--- src/rtl/kugelblitz_pkg.sv ---
`default_nettype none
// ============================================================================
// Module   : kugelblitz_pkg
// Purpose  : Shared register map, status bits and capture FSM encoding.
// Revision : 1.0 - initial release
// ============================================================================
package kugelblitz_pkg;

  localparam int CAPTURE_BYTES  = 4;
  localparam int BEAT_BYTE_BITS = 6;   // log2 of bytes per 512-bit beat

  localparam logic [2:0] REG_CTRL      = 3'd0;
  localparam logic [2:0] REG_OFFSET    = 3'd1;
  localparam logic [2:0] REG_STATUS    = 3'd2;
  localparam logic [2:0] REG_DATA      = 3'd3;
  localparam logic [2:0] REG_CAP_COUNT = 3'd4;

  localparam int CTRL_ARM      = 0;
  localparam int CTRL_CONT     = 1;
  localparam int STATUS_VALID  = 0;
  localparam int STATUS_SHORT  = 1;
  localparam int STATUS_ARMED  = 2;

  typedef enum logic [1:0] {
    ST_IDLE     = 2'd0,
    ST_WAIT_SOF = 2'd1,
    ST_CAPT     = 2'd2,
    ST_DONE     = 2'd3
  } cap_state_t;

endpackage
`default_nettype wire

--- src/rtl/kugelblitz_capture_axil.sv ---
`default_nettype none
// ============================================================================
// Module   : kugelblitz_capture_axil
// Purpose  : AXI-lite slave handshake and register file for the capture block.
// Revision : 1.0 - initial release
// ============================================================================
module kugelblitz_capture_axil
  import kugelblitz_pkg::*;
#(
  parameter int AXIL_DATA_WIDTH = 32,
  parameter int AXIL_ADDR_WIDTH = 32,
  parameter int AXIL_STRB_WIDTH = AXIL_DATA_WIDTH/8,
  parameter int OFFSET_WIDTH    = 16
) (
  input  logic                       clk,
  input  logic                       rst,
  input  logic [AXIL_ADDR_WIDTH-1:0] s_axil_awaddr,
  input  logic [2:0]                 s_axil_awprot,
  input  logic                       s_axil_awvalid,
  output logic                       s_axil_awready,
  input  logic [AXIL_DATA_WIDTH-1:0] s_axil_wdata,
  input  logic [AXIL_STRB_WIDTH-1:0] s_axil_wstrb,
  input  logic                       s_axil_wvalid,
  output logic                       s_axil_wready,
  output logic [1:0]                 s_axil_bresp,
  output logic                       s_axil_bvalid,
  input  logic                       s_axil_bready,
  input  logic [AXIL_ADDR_WIDTH-1:0] s_axil_araddr,
  input  logic [2:0]                 s_axil_arprot,
  input  logic                       s_axil_arvalid,
  output logic                       s_axil_arready,
  output logic [AXIL_DATA_WIDTH-1:0] s_axil_rdata,
  output logic [1:0]                 s_axil_rresp,
  output logic                       s_axil_rvalid,
  input  logic                       s_axil_rready,
  output logic                       arm,
  output logic                       cont,
  output logic [OFFSET_WIDTH-1:0]    offset,
  input  logic                       clear_arm,
  input  logic                       cap_full,
  input  logic                       cap_short,
  input  logic [AXIL_DATA_WIDTH-1:0] cap_data
);

  logic                       r_awready, r_arready, r_bvalid, r_rvalid;
  logic [AXIL_DATA_WIDTH-1:0] r_rdata;
  logic                       r_arm, r_cont, r_valid, r_short;
  logic [OFFSET_WIDTH-1:0]    r_offset;
  logic [AXIL_DATA_WIDTH-1:0] r_data, r_cap_count;

  logic                       w_wr_en, w_rd_en;
  logic [2:0]                 w_wr_idx, w_rd_idx;
  logic                       w_ctrl_wr, w_status_wr, w_arm_set;
  logic [AXIL_DATA_WIDTH-1:0] w_wmask, w_off_merged, w_rd_word;
  logic                       w_unused;

  assign w_wr_en     = r_awready & s_axil_awvalid & s_axil_wvalid;
  assign w_rd_en     = r_arready & s_axil_arvalid;
  assign w_wr_idx    = s_axil_awaddr[4:2];
  assign w_rd_idx    = s_axil_araddr[4:2];
  assign w_ctrl_wr   = w_wr_en & (w_wr_idx == REG_CTRL) & s_axil_wstrb[0];
  assign w_status_wr = w_wr_en & (w_wr_idx == REG_STATUS) & s_axil_wstrb[0];
  assign w_arm_set   = w_ctrl_wr & s_axil_wdata[CTRL_ARM];

  for (genvar b = 0; b < AXIL_STRB_WIDTH; b++) begin : g_wmask
    assign w_wmask[8*b +: 8] = {8{s_axil_wstrb[b]}};
  end

  assign w_off_merged = ({{(AXIL_DATA_WIDTH-OFFSET_WIDTH){1'b0}}, r_offset} & ~w_wmask)
                      | (s_axil_wdata & w_wmask);

  assign w_unused = &{1'b0, s_axil_awprot, s_axil_arprot, s_axil_awaddr,
                      s_axil_araddr, w_off_merged};

  always_comb begin
    w_rd_word = '0;
    case (w_rd_idx)
      REG_CTRL: begin
        w_rd_word[CTRL_ARM]  = r_arm;
        w_rd_word[CTRL_CONT] = r_cont;
      end
      REG_OFFSET:    w_rd_word[OFFSET_WIDTH-1:0] = r_offset;
      REG_STATUS: begin
        w_rd_word[STATUS_VALID] = r_valid;
        w_rd_word[STATUS_SHORT] = r_short;
        w_rd_word[STATUS_ARMED] = r_arm;
      end
      REG_DATA:      w_rd_word = r_data;
      REG_CAP_COUNT: w_rd_word = r_cap_count;
      default:       w_rd_word = '0;
    endcase
  end

  always_ff @(posedge clk or posedge rst) begin
    if (rst) begin
      r_awready <= 1'b0;
      r_arready <= 1'b0;
      r_bvalid  <= 1'b0;
      r_rvalid  <= 1'b0;
      r_rdata   <= '0;
    end else begin
      r_awready <= s_axil_awvalid & s_axil_wvalid & ~r_bvalid & ~r_awready;
      r_arready <= s_axil_arvalid & ~r_rvalid & ~r_arready;
      if (r_bvalid && s_axil_bready) r_bvalid <= 1'b0;
      else if (w_wr_en)              r_bvalid <= 1'b1;
      if (w_rd_en) begin
        r_rvalid <= 1'b1;
        r_rdata  <= w_rd_word;
      end else if (r_rvalid && s_axil_rready) begin
        r_rvalid <= 1'b0;
      end
    end
  end

  // Hardware set events take priority over host clears on the same cycle.
  always_ff @(posedge clk or posedge rst) begin
    if (rst) begin
      r_arm       <= 1'b0;
      r_cont      <= 1'b0;
      r_offset    <= '0;
      r_valid     <= 1'b0;
      r_short     <= 1'b0;
      r_data      <= '0;
      r_cap_count <= '0;
    end else begin
      if (w_arm_set)      r_arm <= 1'b1;
      else if (clear_arm) r_arm <= 1'b0;
      if (w_ctrl_wr) r_cont <= s_axil_wdata[CTRL_CONT];
      if (w_wr_en && (w_wr_idx == REG_OFFSET))
        r_offset <= w_off_merged[OFFSET_WIDTH-1:0];
      if (cap_full) r_valid <= 1'b1;
      else if (w_status_wr && s_axil_wdata[STATUS_VALID]) r_valid <= 1'b0;
      if (cap_short) r_short <= 1'b1;
      else if (w_status_wr && s_axil_wdata[STATUS_SHORT]) r_short <= 1'b0;
      if (cap_full || cap_short) r_data <= cap_data;
      if (cap_full) r_cap_count <= r_cap_count + 1'b1;
    end
  end

  assign s_axil_awready = r_awready;
  assign s_axil_wready  = r_awready;
  assign s_axil_bvalid  = r_bvalid;
  assign s_axil_bresp   = 2'b00;
  assign s_axil_arready = r_arready;
  assign s_axil_rvalid  = r_rvalid;
  assign s_axil_rdata   = r_rdata;
  assign s_axil_rresp   = 2'b00;
  assign arm            = r_arm;
  assign cont           = r_cont;
  assign offset         = r_offset;

endmodule
`default_nettype wire

--- src/rtl/kugelblitz_capture.sv ---
`default_nettype none
// ============================================================================
// Module   : kugelblitz_capture
// Purpose  : Passive AXI-stream tap latching a 4-byte window at a byte offset.
// Revision : 1.0 - initial release
// ============================================================================
module kugelblitz_capture
  import kugelblitz_pkg::*;
#(
  parameter int DATA_WIDTH      = 512,
  parameter int KEEP_WIDTH      = DATA_WIDTH/8,
  parameter int AXIL_DATA_WIDTH = 32,
  parameter int AXIL_ADDR_WIDTH = 32,
  parameter int AXIL_STRB_WIDTH = AXIL_DATA_WIDTH/8,
  parameter int OFFSET_WIDTH    = 16
) (
  input  logic                       clk,
  input  logic                       rst,
  input  logic [DATA_WIDTH-1:0]      mon_axis_tdata,
  input  logic [KEEP_WIDTH-1:0]      mon_axis_tkeep,
  input  logic                       mon_axis_tvalid,
  input  logic                       mon_axis_tready,
  input  logic                       mon_axis_tlast,
  input  logic [AXIL_ADDR_WIDTH-1:0] s_axil_awaddr,
  input  logic [2:0]                 s_axil_awprot,
  input  logic                       s_axil_awvalid,
  output logic                       s_axil_awready,
  input  logic [AXIL_DATA_WIDTH-1:0] s_axil_wdata,
  input  logic [AXIL_STRB_WIDTH-1:0] s_axil_wstrb,
  input  logic                       s_axil_wvalid,
  output logic                       s_axil_wready,
  output logic [1:0]                 s_axil_bresp,
  output logic                       s_axil_bvalid,
  input  logic                       s_axil_bready,
  input  logic [AXIL_ADDR_WIDTH-1:0] s_axil_araddr,
  input  logic [2:0]                 s_axil_arprot,
  input  logic                       s_axil_arvalid,
  output logic                       s_axil_arready,
  output logic [AXIL_DATA_WIDTH-1:0] s_axil_rdata,
  output logic [1:0]                 s_axil_rresp,
  output logic                       s_axil_rvalid,
  input  logic                       s_axil_rready,
  output logic                       capture_done
);

  localparam int POS_WIDTH  = OFFSET_WIDTH + 2;
  localparam int BEAT_CNT_W = POS_WIDTH - BEAT_BYTE_BITS;
  localparam int WIN_W      = 8 * CAPTURE_BYTES;

  cap_state_t                r_state, w_state_next;
  logic                      r_in_frame;
  logic [BEAT_CNT_W-1:0]     r_beat_cnt;
  logic [OFFSET_WIDTH-1:0]   r_off_q;
  logic [CAPTURE_BYTES-1:0]  r_got, w_got_d, w_got_acc, w_hit;
  logic [WIN_W-1:0]          r_shadow, w_shadow_d, w_shadow_acc, w_cap_data;
  logic                      r_full, w_full_d;
  logic                      w_latch_off, w_cap_full, w_cap_short, w_clear_arm;
  logic                      w_done_pulse, w_beat, w_base_clr;
  logic                      w_arm, w_cont;
  logic [OFFSET_WIDTH-1:0]   w_offset, w_off_sel;

  kugelblitz_capture_axil #(
    .AXIL_DATA_WIDTH (AXIL_DATA_WIDTH),
    .AXIL_ADDR_WIDTH (AXIL_ADDR_WIDTH),
    .AXIL_STRB_WIDTH (AXIL_STRB_WIDTH),
    .OFFSET_WIDTH    (OFFSET_WIDTH)
  ) u_axil (
    .clk            (clk),
    .rst            (rst),
    .s_axil_awaddr  (s_axil_awaddr),
    .s_axil_awprot  (s_axil_awprot),
    .s_axil_awvalid (s_axil_awvalid),
    .s_axil_awready (s_axil_awready),
    .s_axil_wdata   (s_axil_wdata),
    .s_axil_wstrb   (s_axil_wstrb),
    .s_axil_wvalid  (s_axil_wvalid),
    .s_axil_wready  (s_axil_wready),
    .s_axil_bresp   (s_axil_bresp),
    .s_axil_bvalid  (s_axil_bvalid),
    .s_axil_bready  (s_axil_bready),
    .s_axil_araddr  (s_axil_araddr),
    .s_axil_arprot  (s_axil_arprot),
    .s_axil_arvalid (s_axil_arvalid),
    .s_axil_arready (s_axil_arready),
    .s_axil_rdata   (s_axil_rdata),
    .s_axil_rresp   (s_axil_rresp),
    .s_axil_rvalid  (s_axil_rvalid),
    .s_axil_rready  (s_axil_rready),
    .arm            (w_arm),
    .cont           (w_cont),
    .offset         (w_offset),
    .clear_arm      (w_clear_arm),
    .cap_full       (w_cap_full),
    .cap_short      (w_cap_short),
    .cap_data       (w_cap_data)
  );

  assign w_beat = mon_axis_tvalid & mon_axis_tready;
  // The SOF beat is evaluated against the live OFFSET and an empty window.
  assign w_base_clr = (r_state != ST_CAPT);
  assign w_off_sel  = w_base_clr ? w_offset : r_off_q;

  for (genvar i = 0; i < CAPTURE_BYTES; i++) begin : g_lane
    logic [POS_WIDTH-1:0] w_pos;
    assign w_pos = POS_WIDTH'(w_off_sel) + POS_WIDTH'(i);
    assign w_hit[i] = w_beat && (w_pos[POS_WIDTH-1:BEAT_BYTE_BITS] == r_beat_cnt)
                      && mon_axis_tkeep[w_pos[BEAT_BYTE_BITS-1:0]];
    assign w_got_acc[i] = (~w_base_clr & r_got[i]) | w_hit[i];
    assign w_shadow_acc[8*i +: 8] =
      w_hit[i]   ? mon_axis_tdata[{w_pos[BEAT_BYTE_BITS-1:0], 3'b000} +: 8] :
      w_base_clr ? 8'h00 : r_shadow[8*i +: 8];
  end

  always_comb begin
    w_state_next = r_state;
    w_got_d      = r_got;
    w_shadow_d   = r_shadow;
    w_full_d     = r_full;
    w_latch_off  = 1'b0;
    w_cap_full   = 1'b0;
    w_cap_short  = 1'b0;
    w_clear_arm  = 1'b0;
    w_done_pulse = 1'b0;
    w_cap_data   = r_shadow;
    case (r_state)
      ST_IDLE: if (w_arm) w_state_next = ST_WAIT_SOF;
      ST_WAIT_SOF, ST_CAPT: begin
        if (w_beat && ((r_state == ST_CAPT) || !r_in_frame)) begin
          w_latch_off = (r_state == ST_WAIT_SOF);
          w_got_d     = w_got_acc;
          w_shadow_d  = w_shadow_acc;
          if (&w_got_acc) begin
            w_full_d     = 1'b1;
            w_state_next = ST_DONE;
          end else if (mon_axis_tlast) begin
            w_full_d     = 1'b0;
            w_cap_short  = 1'b1;
            w_cap_data   = w_shadow_acc;
            w_state_next = ST_DONE;
          end else begin
            w_state_next = ST_CAPT;
          end
        end
      end
      ST_DONE: begin
        if (r_full) begin
          w_cap_full   = 1'b1;
          w_done_pulse = 1'b1;
        end
        if (w_cont) begin
          w_state_next = ST_WAIT_SOF;
        end else begin
          w_clear_arm  = 1'b1;
          w_state_next = ST_IDLE;
        end
      end
      default: w_state_next = ST_IDLE;
    endcase
  end

  always_ff @(posedge clk or posedge rst) begin
    if (rst) r_state <= ST_IDLE;
    else     r_state <= w_state_next;
  end

  always_ff @(posedge clk or posedge rst) begin
    if (rst) begin
      r_in_frame <= 1'b0;
      r_beat_cnt <= '0;
      r_off_q    <= '0;
      r_got      <= '0;
      r_shadow   <= '0;
      r_full     <= 1'b0;
    end else begin
      if (w_beat) begin
        r_in_frame <= ~mon_axis_tlast;
        if (mon_axis_tlast)    r_beat_cnt <= '0;
        else if (~&r_beat_cnt) r_beat_cnt <= r_beat_cnt + 1'b1;
      end
      if (w_latch_off) r_off_q <= w_offset;
      r_got    <= w_got_d;
      r_shadow <= w_shadow_d;
      r_full   <= w_full_d;
    end
  end

  assign capture_done = w_done_pulse;

endmodule
`default_nettype wire

--- config.mk ---
export PLATFORM = sky130hd
export DESIGN_NAME = kugelblitz_capture
export DESIGN_NICKNAME = d
export VERILOG_FILES = /design/src/rtl/kugelblitz_pkg.sv /design/src/rtl/kugelblitz_capture_axil.sv /design/src/rtl/kugelblitz_capture.sv
export SDC_FILE = /design/constraint.sdc
export NUM_CORES = 2
export LEC_CHECK = 0
export BUFFER_PORTS_ARGS = -buffer_cell sky130_fd_sc_hd__buf_2
export CORE_MARGIN = 2
export CORE_UTILIZATION = 23
export CTS_BUF_LIST = sky130_fd_sc_hd__clkbuf_2 sky130_fd_sc_hd__clkbuf_4 sky130_fd_sc_hd__clkbuf_8
export DETAILED_ROUTE_END_ITERATION = 8
export SKIP_CTS_REPAIR_TIMING = 1
export SLEW_MARGIN = 20
export SYNTH_ARGS = -nofsm -noshare
export SYNTH_HDL_FRONTEND = slang
export SYNTH_HIERARCHICAL = 1
export SYNTH_SLANG_ARGS = --single-unit
export TNS_END_PERCENT = 1
--- constraint.sdc ---
create_clock -name clk -period 7.1 [get_ports clk]
set_input_delay 1.42 -clock clk [delete_from_list [all_inputs] [get_ports clk]]
set_output_delay 1.42 -clock clk [all_outputs]
set_load 0.005 [all_outputs]
# Yosys cells after proc, flatten, opt, wreduce, memory -nomap -nowiden
# Index checks and enable logic that the tools add are counted.
[totals] reg_bits=188
[classes] n_addsub=5 order_cmp=4 eq_ne=17 shift=4 mux=55 bitwise_logic=32 reduce_logical=33
[op_table] op="$shiftx A512 B10 Y8" n=4
[op_table] op="$mux W32" n=4
[op_table] op="$mux W8" n=8
[op_table] op="$pmux W13 S3" n=1
[op_table] op="$eq A11 B12 Y1" n=3
[op_table] op="$add A16 B2 Y17 const B" n=2
[op_table] op="$add A32 B1 Y32 const B" n=1
[op_table] op="$and A16 B16 Y16" n=2
[op_table] op="$pmux W16 S2" n=1
[op_table] op="$mux W1" n=29
[op_table] op="$lt A6 B7 Y1 const B" n=4
[op_table] op="$bmux W1 S6" n=4
[op_table] op="$mux W12" n=2
[op_table] op="$and A1 B1 Y1" n=18
[op_table] op="$add A16 B1 Y17 const B" n=1
[op_table] op="$mux W16" n=1
[op_table] op="$not A16 Y16" n=1
[op_table] op="$or A16 B16 Y16" n=1
[op_table] op="$logic_and A1 B1 Y1" n=14
[op_table] op="$add A12 B1 Y12 const B" n=1
[op_table] op="$eq A10 B12 Y1" n=1
[op_table] op="$reduce_and A12 Y1" n=1
[op_table] op="$reduce_bool A2 Y1" n=6
[op_table] op="$pmux W2 S5" n=1
[op_table] op="20 further kinds" n=39

# Longest topological paths before layout
[logic_depth] ltp_word=12 ltp_mapped=28 depth_no_buf=16

# By module
# The synthesis kept the hierarchy.
[modules_own_cells] mod="kugelblitz_capture" instances=1 cells_per_inst=2323 area_each_um2=23379.9 seq_area_each_um2=1701.6
[modules_own_cells] mod="kugelblitz_capture_axil" instances=1 cells_per_inst=443 area_each_um2=5250.0 seq_area_each_um2=3002.9

# Least setup slack after synthesis
# OpenSTA, ideal clock, no wires.
[synth_timing] kind="flip-flop to flip-flop" from="reg r_state[0]" to="reg u_axil.r_data[1]" setup_ns=0.125 arrival_ns=6.294 required_ns=6.975 path_slack_ns=0.681 path_stages_with_launch=27 n_path_buf=12 period_less_slack_ns=6.419 cell_sequence="dfrtp_1 -> inv_1 -> ha_1 -> buf_6 -> buf_6 -> mux2_2 -> buf_2 -> buf_1 -> buf_1 -> buf_2 -> buf_2 -> buf_2 -> inv_1 -> ha_1 -> clkbuf_1 -> a2111oi_0 -> a211oi_1 -> or4_4 -> nor4_2 -> o221ai_2 -> o31ai_4 -> buf_6 -> buf_6 -> inv_1 -> nor2_1 -> buf_2 -> mux2_2"
[synth_between] elab_chain_cells=12
[synth_rtl] element="start: declaration" line="kugelblitz_capture.sv:50" text="cap_state_t r_state, w_state_next;"
[synth_rtl] element="start signal: assignment" line="kugelblitz_capture.sv:163" text="else r_state <= w_state_next;"
[synth_rtl] element="$ne A2 B2 Y1" line="kugelblitz_capture.sv:100" text="assign w_base_clr = (r_state != ST_CAPT);"
[synth_rtl] element="$mux W16" line="kugelblitz_capture.sv:101" text="assign w_off_sel = w_base_clr ? w_offset : r_off_q;"
[synth_rtl] element="$add A16 B1 Y17 / $add A16 B2 Y17 (equally long branches)" line="kugelblitz_capture.sv:105" text="assign w_pos = POS_WIDTH'(w_off_sel) + POS_WIDTH'(i);"
[synth_rtl] element="$bmux W1 S6 / $eq A11 B12 Y1 (equally long branches)" line="kugelblitz_capture.sv:107, kugelblitz_capture.sv:106"
[synth_rtl] element="$mux W1 (not written as such) / $logic_and A1 B1 Y1 (equally long branches)" line="kugelblitz_capture.sv:107, kugelblitz_capture.sv:106"
[synth_rtl] element="$logic_and A1 B1 Y1" line="kugelblitz_capture.sv:107" text="&& mon_axis_tkeep[w_pos[BEAT_BYTE_BITS-1:0]];"
[synth_rtl] element="$or A1 B1 Y1" line="kugelblitz_capture.sv:108" text="assign w_got_acc[i] = (~w_base_clr & r_got[i]) | w_hit[i];"
[synth_rtl] element="$reduce_and A4 Y1" line="kugelblitz_capture.sv:132" text="if (&w_got_acc) begin"
[synth_rtl] element="$mux W1" line="kugelblitz_capture.sv:132"
[synth_rtl] element="$mux W1" line="kugelblitz_capture.sv:128" text="if (w_beat && ((r_state == ST_CAPT) || !r_in_frame)) begin"
[synth_rtl] element="$mux W1 (*)" line="kugelblitz_capture.sv:125" text="case (r_state)"
[synth_rtl] element="net w_cap_short" line="kugelblitz_capture.sv:57" text="logic w_latch_off, w_cap_full, w_cap_short, w_clear_arm;"
[synth_rtl] element="$logic_or A1 B1 Y1 (*)" line="kugelblitz_capture_axil.sv:135" text="if (cap_full || cap_short) r_data <= cap_data;"
[synth_rtl] element="end signal: assignment" line="kugelblitz_capture_axil.sv:135"
[synth_rtl] element="end: declaration" line="kugelblitz_capture_axil.sv:49" text="logic [AXIL_DATA_WIDTH-1:0] r_data, r_cap_count;"
# The timed path passes the listed nets; every way through them passes the cells marked *. The select of a mux whose other input is x is not followed.
# A chain may end at the register's enable or synchronous reset.

# Worst setup path after layout
[layout_timing] from="reg r_state[0]" to="reg u_axil.r_data[30]"
[layout_rtl] element="branches (longest 10 deep; another with $add A16 B2 Y17)"
[layout_rtl] element="$mux W32 (*)" line="kugelblitz_capture.sv:125"
[layout_rtl] element="net w_cap_data[30]" line="kugelblitz_capture.sv:55" text="logic [WIN_W-1:0] r_shadow, w_shadow_d, w_shadow_acc, w_cap_data;"
# Mark *: on every way through the listed nets, which the timed path passes. The select of a mux whose other input is x is not followed.

==> metrics.txt <==
hpwl dp=120000 µm; type of the tightest min-delay check=reg -> reg; number of global-route vias before repair=27.3k; initial antenna violation count=107; number of max-cap violations=0; Layout Nets=3959; port buffer count=647; largest net degree at the start of global routing=139; WL final=151000 µm; CTS buffer count=17; P_int=0.00333 W; Psw=0.00288 W; Clock Latency Late Sink=0.51 ns; Slew Limit Fails=0; Comb pwr share=64.3%; utilization after layout=27.8%; first-pass GRT wire length=210000 µm; worst vdd ir=0.140 mV; Site Rows=129; EDFF count, synth=0; Clock Pin Slew Worst Setup and Hold Paths=0.12 ns; startpoint types=flip-flop; share of power burned in registers=23.0%; Leak Pwr=14.6 nW; grt total ovfl=0; GR peak layer=met2; Async S/R FF share, synth=100%; Mapped Area=28600 µm²; Setup-failing EPs final=0; flops & latches, synth=188; crit path time final=6.50 ns; Final period util=91.6%; CP required=7.56 ns; status=finished, final reports clean; area share of the largest cell type after synthesis=35.2%; drt first-iter violations=2881; dominant cells by area after synthesis=mux4_2 35%, dfrtp_1 16%, mux2i_1 11%; global-route usage over all layers=23.0%; Setup Total Neg Slack=0 ns; Syn-to-layout area delta=20.1%; via density per instance=5.72; Mean Syn Cell Area=10.4 µm²; Ys Warns=6; DRT antenna net count=0; hold_ws=0.464 ns; clock sinks=188; Vias=28.4k; Netlist cell types=93; Setup crit start=r_state[0]$_DFFE_PP0P_; die height=357 µm; worst-path fanout max=74; total core area=124000 µm²; Worst Skew=0.0265 ns; GR Layer Usage met2=36.8%; final hold violation count=0; Primary FF master, synth=dfrtp_1; RePlAce Congestion=0.963; clock share of power=12.7%; routed wire length per instance=30.5 µm; RSZ-0062 raised after global routing=no; Post-Syn Instances=2766; share of cells above drive strength 1=41.9%; Arr. time, crit path=6.96 ns; count leader, synth=nand2_1; M3 GR Usage=5.57%; most area-hungry cell type in the Yosys netlist=mux4_2; clock buffer depth=2; Finished Layout Cells=4964; R2R Setup Slk=0.60 ns; # DRC=0; Worst Tran Pin Value=1.15 ns; Max-Slew Margin vs Limit=22.2%; die area=127000 µm²; CTS tree=built; DP Cell Count=4876; most frequent cells after synthesis=466 x nand2_1, 448 x mux4_2, 304 x mux2i_1, 188 x dfrtp_1, 138 x nand3_1; sequential area share after synthesis=16.4%; htree depth=4; I/O pin count=734; initial core utilization=23.2%; clk root buf=clkbuf_8; first drt pass iteration count=7; met1 GRT Util=30.0%; CP Class=reg -> reg; cell count of the worst reg-to-reg path=17; Fmax=154 MHz; Reg2Reg Launch Point=r_state[0]$_DFFE_PP0P_; Switching Share=46.4%; Die W=357 µm; critical path endpoint=u_axil/r_data[30]$_DFFE_PP0P_; pwr dens=181 nW/µm²; Worst R2R End=u_axil/r_data[30]$_DFFE_PP0P_; Worst Setup End Kind=flip-flop
power by group through the flow:
| stage | registers, W | clock network, W | logic, W |
|---|---|---|---|
| finish | 0.00143 | 0.000786 | 0.00400 |
| global route | 0.00145 | 0.000857 | 0.00425 |
| CTS | 0.00143 | 0.000809 | 0.00400 |
| detailed placement | 0.00145 | 0 | 0.00398 |
| global placement | 0.00144 | 0 | 0.00395 |
| floorplan | 0.00138 | 0 | 0.00250 |
worst min-delay path by stage:
stage,start,depth (start not counted),endpoint,slack (ns)
6_report,u_axil/s_axil_rvalid$_DFFE_PP0P_,1,u_axil/s_axil_arready$_DFF_PP0_,0.46
5_1_grt,u_axil/s_axil_arready$_DFF_PP0_,1,u_axil/s_axil_arready$_DFF_PP0_,0.49
4_1_cts,u_axil/s_axil_arready$_DFF_PP0_,1,u_axil/s_axil_arready$_DFF_PP0_,0.46
3_5_place_dp,u_axil/s_axil_arready$_DFF_PP0_,1,u_axil/s_axil_arready$_DFF_PP0_,0.44
3_3_place_gp,u_axil/s_axil_arready$_DFF_PP0_,1,u_axil/s_axil_arready$_DFF_PP0_,0.43
2_1_floorplan,u_axil/r_cap_count[31]$_DFFE_PP0P_,1,u_axil/r_cap_count[31]$_DFFE_PP0P_,0.44
final cells by class:
type	count	area [µm²]
fill	13208	89300
multi-input combinational	2288	22800
sequential	188	4700
timing repair buffer	742	4090
tap	1637	2050
clock buffer	17	234
clock inverter	15	214
antenna	56	140
inverter	21	96.3
flip-flops by register name, indices dropped and copies added, names as in the netlist, named ones only:
| name | count |
|---|---|
| u_axil/s_axil_bvalid | 1 |
| r_in_frame | 1 |
| u_axil/s_axil_rvalid | 1 |
| u_axil/s_axil_awready | 1 |
| u_axil/arm | 1 |
| u_axil/r_short | 1 |
| r_shadow | 32 |
| r_state | 2 |
| r_beat_cnt | 12 |
| u_axil/s_axil_arready | 1 |
| u_axil/r_data | 32 |
| u_axil/cont | 1 |
| r_got | 4 |
| r_off_q | 16 |
| r_full | 1 |
| u_axil/r_valid | 1 |
| u_axil/s_axil_rdata | 32 |
| u_axil/r_cap_count | 32 |
kinds of logic (layout without fill, tap and decap cells):
family / after synthesis / count (layout) / synth area share [%]
adders and majority gates: 9 / 9 / 0.393
xor gates and xnor gates: 78 / 78 / 2.46
AOI/OAI and AO/OA: 422 / 422 / 10.3
and+or+nand+nor: 892 / 892 / 14.2
other: 1 / 60 / 0.0131
DFF: 188 / 188 / 16.4
buffers and inverters: 293 / 795 / 4.73
muxes: 883 / 883 / 51.4
worst max-delay path: stages, from the launching register on:
cell and delay, ns:
dfrtp_1 0.43, inv_1 0.13, ha_4 0.66, mux2i_4 0.46, buf_12 0.46, ha_1 0.52
xnor2_4 0.43, buf_4 0.39, nand2_1 0.07, and3_1 0.18, a311o_1 0.30, and3_1 0.22
o311ai_0 0.95, o21ai_0 0.38, buf_4 0.26, mux2i_1 0.15, mux2_1 0.17, mux2_2 0.14
through the flow:
| step | setup WS, ns | total power (W) | instance area [µm²] |
|---|---|---|---|
| after CTS | 0.721 | 0.00624 | 34200 |
| after detailed placement | 0.766 | 0.00543 | 33800 |
| after floorplan | 0.681 | 0.00388 | 28600 |
| after global placement | 0.797 | 0.00539 | 33800 |
| after global routing | 0.401 | 0.00656 | 34300 |
| final | 0.597 | 0.00621 | 34400 |
metal layers:
layer / wire length, µm / up-vias
met5: 484 / -
met4: 6480 / 78
met3: 13300 / 309
met2: 69800 / 1608
met1: 61200 / 14323
li1: - / 12067
layout by cell type (no fill, tap or decap), types with 11 or more instances in the layout:
cell	n
inv_1	15
nor2_1	98
o22ai_1	24
a21oi_1	98
nor3_1	23
buf_4	84
nand3_1	138
a311oi_1	25
xor2_1	30
a22oi_1	31
and3_1	42
o21ai_0	47
o221ai_1	17
nor2b_1	11
and2_1	17
a211oi_1	26
buf_2	647
mux2_1	38
a311o_1	11
dfrtp_1	188
xnor2_1	38
mux4_2	448
mux2i_1	301
a31oi_1	40
diode_2	56
mux2_2	76
nand2_1	465
buf_12	11
clkbuf_8	17
nand4_1	30
(Power assumes the default switching activity.)
